[config.mk]
export PLATFORM = sky130hd
export DESIGN_NAME = alu_arbiter
export DESIGN_NICKNAME = d
export VERILOG_FILES = /design/src/rtl/alu_pkg.sv /design/src/rtl/rr_arb2.sv /design/src/rtl/alu_arbiter.sv
export SDC_FILE = /design/constraint.sdc
export NUM_CORES = 1
export LEC_CHECK = 0
export BUFFER_PORTS_ARGS = -buffer_cell sky130_fd_sc_hd__buf_2
export CAP_MARGIN = 30
export CELL_PAD_IN_SITES_DETAIL_PLACEMENT = 1
export CELL_PAD_IN_SITES_GLOBAL_PLACEMENT = 1
export CORE_ASPECT_RATIO = 2
export CORE_UTILIZATION = 40
export DETAILED_ROUTE_END_ITERATION = 6
export GPL_TIMING_DRIVEN = 0
export HOLD_SLACK_MARGIN = 0.15
export PLACE_DENSITY = 0.91
export SETUP_SLACK_MARGIN = 0.4
export SLEW_MARGIN = 20
export SYNTH_ARGS = -nofsm -noshare
export SYNTH_HDL_FRONTEND = slang
export SYNTH_SLANG_ARGS = --single-unit
[constraint.sdc]
create_clock -name clk -period 4.1 [get_ports clk]
set_input_delay 0.41 -clock clk [delete_from_list [all_inputs] [get_ports clk]]
set_output_delay 0.41 -clock clk [all_outputs]
set_load 0.005 [all_outputs]
[src/rtl/alu_pkg.sv]
// Shared definitions for the ALU sequencer/arbiter: opcodes and FSM states.
package alu_pkg;

    // ALU select encodings, passed straight through to alu_s
    localparam logic [1:0] OP_MULT  = 2'b00;
    localparam logic [1:0] OP_ADD   = 2'b01;
    localparam logic [1:0] OP_NAND  = 2'b10;
    localparam logic [1:0] OP_PASSA = 2'b11;

    // Sequencer states
    typedef enum logic [1:0] {
        ST_IDLE = 2'd0,
        ST_EXEC = 2'd1,
        ST_RESP = 2'd2
    } state_t;

endpackage

[src/rtl/rr_arb2.sv]
// Combinational 2-way round-robin picker. A lone valid requester always wins;
// when both are valid the priority pointer decides.
module rr_arb2
    import alu_pkg::*;
(
    input  logic       valid0,
    input  logic       valid1,
    input  logic       prio,
    output logic [1:0] gnt,
    output logic       owner
);

    // Select the owner index and its one-hot grant (no grant when idle)
    always_comb begin
        owner = 1'b0;
        gnt   = 2'b00;
        if (valid0 && valid1) begin
            owner = prio;
        end else if (valid1) begin
            owner = 1'b1;
        end
        if (valid0 || valid1) begin
            gnt = owner ? 2'b10 : 2'b01;
        end
    end

endmodule

[src/rtl/alu_arbiter.sv]
// Sequencer that shares one external combinational 2-bit ALU between two
// valid/ready requesters. One operation at a time: IDLE -> EXEC -> RESP.
module alu_arbiter
    import alu_pkg::*;
#(
    parameter int CNT_W = 8
) (
    input  logic             clk,
    input  logic             rst_n,
    input  logic             req0_valid,
    output logic             req0_ready,
    input  logic [1:0]       req0_a,
    input  logic [1:0]       req0_b,
    input  logic [1:0]       req0_op,
    input  logic             req1_valid,
    output logic             req1_ready,
    input  logic [1:0]       req1_a,
    input  logic [1:0]       req1_b,
    input  logic [1:0]       req1_op,
    output logic             rsp0_valid,
    input  logic             rsp0_ready,
    output logic [3:0]       rsp0_y,
    output logic             rsp1_valid,
    input  logic             rsp1_ready,
    output logic [3:0]       rsp1_y,
    output logic [1:0]       alu_a,
    output logic [1:0]       alu_b,
    output logic [1:0]       alu_s,
    input  logic [3:0]       alu_y,
    output logic [CNT_W-1:0] gnt_cnt0,
    output logic [CNT_W-1:0] gnt_cnt1,
    output logic             busy
);

    state_t     state;
    logic       prio;
    logic       owner_q;
    logic [1:0] opnd_a;
    logic [1:0] opnd_b;
    logic [1:0] opnd_op;
    logic [3:0] result;
    logic [1:0] gnt;
    logic       owner;
    logic       rsp_fire;

    // Counters stick at all-ones instead of wrapping
    function automatic logic [CNT_W-1:0] sat_inc(input logic [CNT_W-1:0] c);
        return (&c) ? c : c + CNT_W'(1);
    endfunction

    rr_arb2 u_arb (
        .valid0 (req0_valid),
        .valid1 (req1_valid),
        .prio   (prio),
        .gnt    (gnt),
        .owner  (owner)
    );

    // Ready only in IDLE and only for the picked requester (which implies its valid)
    assign req0_ready = (state == ST_IDLE) && gnt[0];
    assign req1_ready = (state == ST_IDLE) && gnt[1];

    // ALU is always driven from the operand registers, which hold between ops
    assign alu_a = opnd_a;
    assign alu_b = opnd_b;
    assign alu_s = opnd_op;

    // Result is visible only on the owner's channel while its valid is up
    assign rsp0_y = rsp0_valid ? result : 4'd0;
    assign rsp1_y = rsp1_valid ? result : 4'd0;

    assign rsp_fire = owner_q ? rsp1_ready : rsp0_ready;

    // Sequencer FSM with registered operands, result, counters and status outputs
    always_ff @(posedge clk or negedge rst_n) begin
        if (!rst_n) begin
            state      <= ST_IDLE;
            prio       <= 1'b0;
            owner_q    <= 1'b0;
            opnd_a     <= 2'd0;
            opnd_b     <= 2'd0;
            opnd_op    <= 2'd0;
            result     <= 4'd0;
            gnt_cnt0   <= '0;
            gnt_cnt1   <= '0;
            rsp0_valid <= 1'b0;
            rsp1_valid <= 1'b0;
            busy       <= 1'b0;
        end else begin
            unique case (state)
                ST_IDLE: begin
                    if (|gnt) begin
                        opnd_a  <= owner ? req1_a  : req0_a;
                        opnd_b  <= owner ? req1_b  : req0_b;
                        opnd_op <= owner ? req1_op : req0_op;
                        owner_q <= owner;
                        if (owner) begin
                            gnt_cnt1 <= sat_inc(gnt_cnt1);
                        end else begin
                            gnt_cnt0 <= sat_inc(gnt_cnt0);
                        end
                        busy  <= 1'b1;
                        state <= ST_EXEC;
                    end
                end
                ST_EXEC: begin
                    result <= alu_y;
                    if (owner_q) begin
                        rsp1_valid <= 1'b1;
                    end else begin
                        rsp0_valid <= 1'b1;
                    end
                    state <= ST_RESP;
                end
                ST_RESP: begin
                    if (rsp_fire) begin
                        rsp0_valid <= 1'b0;
                        rsp1_valid <= 1'b0;
                        prio       <= ~owner_q;
                        busy       <= 1'b0;
                        state      <= ST_IDLE;
                    end
                end
                default: begin
                    state <= ST_IDLE;
                end
            endcase
        end
    end

endmodule

==> run summary <==
The run finished with clean final reports. The number of synthesis warnings came out at 0. The category of the most critical setup path is reg2out.

The number of filler cells placed in the layout came out at 473. For the final database, setup skew stands at 0.00489 ns. The part of the Yosys area used for sequential elements came out at 51.4%. The diode insertion count for antenna repair came out at 0. The clock input transition at the sequential cells of the worst setup and hold paths is roughly 0.07 ns. The leakage component of the power is 1.04 nW. The number of standard cells after synthesis is around 150. The count of hold buffers inserted by post-cts repair came out at 0. The initial antenna violation count came to 0. The number of global-route vias before repair is 1469.

The DRC violation count after routing came out at 0. The minimum period implied by the final worst setup slack came out at roughly 1.8 ns. The buffers inserted during post-CTS setup optimization is 0. The core area came out at 3840 um^2. For the pin with the worst max-slew slack, the measured transition is 0.720 ns. The total routed wirelength came out at 4.07 mm. The die is ~47 um wide. The delay of the slowest cell on the worst path is approximately 0.45 ns.

The ratio of final minimum period to clock period is between 40% and 50%. The summed area of non-filler cells in the final layout is 2050 um^2. The wire length of the first global-routing pass is 6.44 mm. A synthesized cell averages between 10 and 15 um^2.

The number of buffer cells added on primary ports is 56. Measured along the y axis, the die boundary spans 91.6 um. Detailed routing inserted a total of ~1400 vias. The overall power after layout came out at 0.00138 W.

The synthesis-to-layout area growth is 27.7%. The total die area is about 4300 um^2. The placed instances occupy a cell area of 1950 um^2. The post-synthesis net count came out at between 150 and 200. The switching share of power is 36.7%. In this design, the largest share of critical-path delay is due to flip-flops.

The via-per-instance ratio is 5.20. The first detailed-routing pass ran for 3 iterations. The number of hold violations in the final report came out at 0.

After the last flow step, the layout net total stands at 239. The initial standard-cell utilization of the core is 41.8%. The ratio of total power to cell area is 672 nW/um^2. The total track usage is a little over a fifth.

Entering global routing, the biggest net connects 34 pins. The fmax is around 0.55 GHz. The cell count after placement is 259.

The buffer and inverter count on the worst path is 2. The number of placed I/O pins came out at 57. Setup repair after global routing left no endpoint under its margin. The worst max-slew margin expressed relative to the limit is about half.

The category of the worst setup path capture point is a primary output. The final setup violation count came out at 0. The internal portion of total power came out at 0.000873 W. The maximum fanout along the worst path is 7. The sequential cell area in the final layout is between 800 and 900 um^2. The cell sitting at the root of the clock tree is a sky130_fd_sc_hd__clkbuf_8. The total number of placement rows came out at 32. The number of DRC markers after the initial detailed-route iteration is 11. The setup TNS is 0 ns. The path class of the tightest hold or removal check is in2async. The cell area after synthesis came out at 1610 um^2. The slowest stage of the critical path belongs to the cell sky130_fd_sc_hd__dfrtp_1. IR analysis of the VDD net gives a maximum drop of 0.348 mV. In this run the power spent charging and discharging nets is 0.000506 W. Global routing finished with a remaining overflow of 0. The arrival time of data at the critical path endpoint is between 1 and 1.5 ns.

The worst setup path is launched from a register. Post-CTS repair changed the size of 0 cells. In this run the worst setup path begins at state[1]. After detailed routing, the average wire length per cell comes to between 15 and 20 um. The final weighted congestion of routability-driven global placement came out at 0.749. Walking the worst path, the cells encountered are nor2_1 -> nand3_1 -> inv_2 -> buf_2. In this run the critical register-to-register path is launched from gnt_cnt0[0]. Summing all multi-input logic gate instances after layout gives 758 um^2. The final number of max-transition violations came out at 0. The worst-skew pair later-pin latency is ~0.28 ns.

Synthesis inferred 33 register bits. TritonCTS built the clock tree. The maximum level of the CTS H-tree came out at 2. In this run, CTS created clock tree buffers numbering 5. The required time of the worst setup path came out at around 3.7 ns. The count of unique library cells instantiated by Yosys came out at 33. The sequential share of power is 42.8%. Detailed placement finished with a half-perimeter wire length of around 3.3 mm. Across the run, the number of max-cap violations was 0. The number of buffers between clock root and the deepest sink is 2.

The clock sink total is 33. The clock share of power came out at 19.3%. The combinational power share came out at 37.9%.

In the final layout, the share of cells above drive strength 1 is 36.1%. The filler-free cell count of the finished design is 267. The count of nets left with antenna violations once routing finished came out at 0.
-- registers in the layout, indices dropped and copies added, names as in the netlist --
signal and flops:
alu_a 2, alu_b 2, alu_s 2, busy 1
gnt_cnt0 8, gnt_cnt1 8, owner_q 1, prio 1
result 4, rsp0_valid 1, rsp1_valid 1, state 2
-- through the flow --
stage          setup WS (ns)  hold WS (ns)  util [%]
2_1_floorplan           2.57         0.114         -
3_3_place_gp            2.47         0.446      50.7
3_5_place_dp            2.43         0.455      50.7
4_1_cts                 2.24         0.206      53.4
5_1_grt                 2.16         0.241      53.4
6_report                2.28         0.180      53.4
-- area by class of cell --
class | instances | share of cell area, %
inverters | 3 | 0.549
clock inverters | 1 | 0.244
flip-flops and latches | 33 | 40.2
clock buffers | 7 | 4.70
multi-input cells | 114 | 37.0
well taps | 51 | 3.11
plain buffers | 2 | 0.549
repair buffers | 56 | 13.7
-- cell families (layout without fill, tap and decap cells) --
group                    count (synthesis)  count (layout)  share of synthesized area, %
multiplexers                            16              16                          11.6
AO/OA/AOI/OAI                           20              20                          7.32
XOR/XNOR                                 4               4                          2.18
AND/OR/NAND/NOR                         72              72                          24.5
buffers and inverters                    5              69                          1.40
adder cells (fa/ha/maj)                  2               2                          1.56
flip-flops                              33              33                          51.4
-- Yosys cell counts --
| cell | number | area, um^2 |
|---|---|---|
| sky130_fd_sc_hd__a21boi_0 | 1 | 7.51 |
| sky130_fd_sc_hd__a21oi_1 | 5 | 25.0 |
| sky130_fd_sc_hd__a22oi_1 | 2 | 15.0 |
| sky130_fd_sc_hd__a31oi_1 | 2 | 12.5 |
| sky130_fd_sc_hd__and2_1 | 11 | 68.8 |
| sky130_fd_sc_hd__and3_1 | 3 | 18.8 |
| sky130_fd_sc_hd__and4_1 | 2 | 17.5 |
| sky130_fd_sc_hd__buf_4 | 1 | 7.51 |
| sky130_fd_sc_hd__clkbuf_1 | 1 | 3.75 |
| sky130_fd_sc_hd__dfrtp_1 | 33 | 826 |
| sky130_fd_sc_hd__ha_1 | 2 | 25.0 |
| sky130_fd_sc_hd__inv_1 | 2 | 7.51 |
| sky130_fd_sc_hd__inv_2 | 1 | 3.75 |
| sky130_fd_sc_hd__mux2_1 | 3 | 33.8 |
| sky130_fd_sc_hd__mux2_2 | 6 | 67.6 |
| sky130_fd_sc_hd__mux2_4 | 3 | 45.0 |
| sky130_fd_sc_hd__mux2i_1 | 4 | 40.0 |
| sky130_fd_sc_hd__nand2_1 | 29 | 109 |
| sky130_fd_sc_hd__nand2b_1 | 4 | 25.0 |
| sky130_fd_sc_hd__nand3_1 | 7 | 35.0 |
| sky130_fd_sc_hd__nand4_1 | 6 | 37.5 |
| sky130_fd_sc_hd__nor2_1 | 3 | 11.3 |
| sky130_fd_sc_hd__nor2b_1 | 2 | 12.5 |
| sky130_fd_sc_hd__nor3_1 | 1 | 5.00 |
| sky130_fd_sc_hd__nor3b_1 | 1 | 7.51 |
| sky130_fd_sc_hd__nor3b_4 | 2 | 37.5 |
| sky130_fd_sc_hd__o21a_1 | 2 | 15.0 |
| sky130_fd_sc_hd__o21ai_0 | 6 | 30.0 |
| sky130_fd_sc_hd__o21ai_1 | 1 | 5.00 |
| sky130_fd_sc_hd__o21bai_1 | 1 | 7.51 |
| sky130_fd_sc_hd__or2_4 | 1 | 8.76 |
| sky130_fd_sc_hd__xnor2_1 | 3 | 26.3 |
| sky130_fd_sc_hd__xor2_1 | 1 | 8.76 |
-- power by group through the flow --
stage | sequential, W | clock (W) | combinational, W
2_1_floorplan | 0.000571 | 0 | 0.000309
3_3_place_gp | 0.000587 | 0 | 0.000499
3_5_place_dp | 0.000600 | 0 | 0.000531
4_1_cts | 0.000594 | 0.000274 | 0.000535
5_1_grt | 0.000612 | 0.000284 | 0.000590
6_report | 0.000590 | 0.000266 | 0.000522
-- per-layer routing --
| layer | global-route usage (%) | routed length [um] | vias up |
|---|---|---|---|
| met5 | 0 | 0 | - |
| met4 | 7.38 | 79 | 0 |
| met3 | 4.92 | 151 | 7 |
| met2 | 41.1 | 2530 | 36 |
| met1 | 18.7 | 1310 | 694 |
| li1 | - | - | 652 |
-- cells in the final DEF, fill, tap and decap left out, types with 2 or more instances in the layout --
master and n:
sky130_fd_sc_hd__o21a_1 2, sky130_fd_sc_hd__o21ai_0 6, sky130_fd_sc_hd__and4_1 2, sky130_fd_sc_hd__a21oi_1 5, sky130_fd_sc_hd__and2_1 11, sky130_fd_sc_hd__clkbuf_8 7
sky130_fd_sc_hd__nor3b_4 2, sky130_fd_sc_hd__mux2i_1 4, sky130_fd_sc_hd__a31oi_1 2, sky130_fd_sc_hd__dfrtp_1 33, sky130_fd_sc_hd__nand3_1 7, sky130_fd_sc_hd__xnor2_1 3
sky130_fd_sc_hd__a22oi_1 2, sky130_fd_sc_hd__ha_1 2, sky130_fd_sc_hd__inv_1 2, sky130_fd_sc_hd__nand2_1 29, sky130_fd_sc_hd__nor2b_1 2, sky130_fd_sc_hd__mux2_1 3
sky130_fd_sc_hd__nor2_1 3, sky130_fd_sc_hd__mux2_2 6, sky130_fd_sc_hd__nand4_1 6, sky130_fd_sc_hd__mux2_4 3, sky130_fd_sc_hd__nand2b_1 4, sky130_fd_sc_hd__and3_1 3
sky130_fd_sc_hd__buf_2 56
-- final timing paths --
| path | endpoint | slack (ns) | cells past startpoint |
|---|---|---|---|
| worst max-delay path | req1_ready | 2.28 | 4 |
| worst min-delay path | gnt_cnt0[4] | 0.18 | 1 |
| worst max register to register | gnt_cnt0[6] | 2.41 | 5 |
| worst min register to register | alu_a[0] | 0.47 | 2 |
| max in group asynchronous | gnt_cnt1[6] | 3.46 | 1 |
| min in group clk | alu_a[0] | 0.36 | 3 |
No activity file was read; power rests on OpenSTA's default activity.
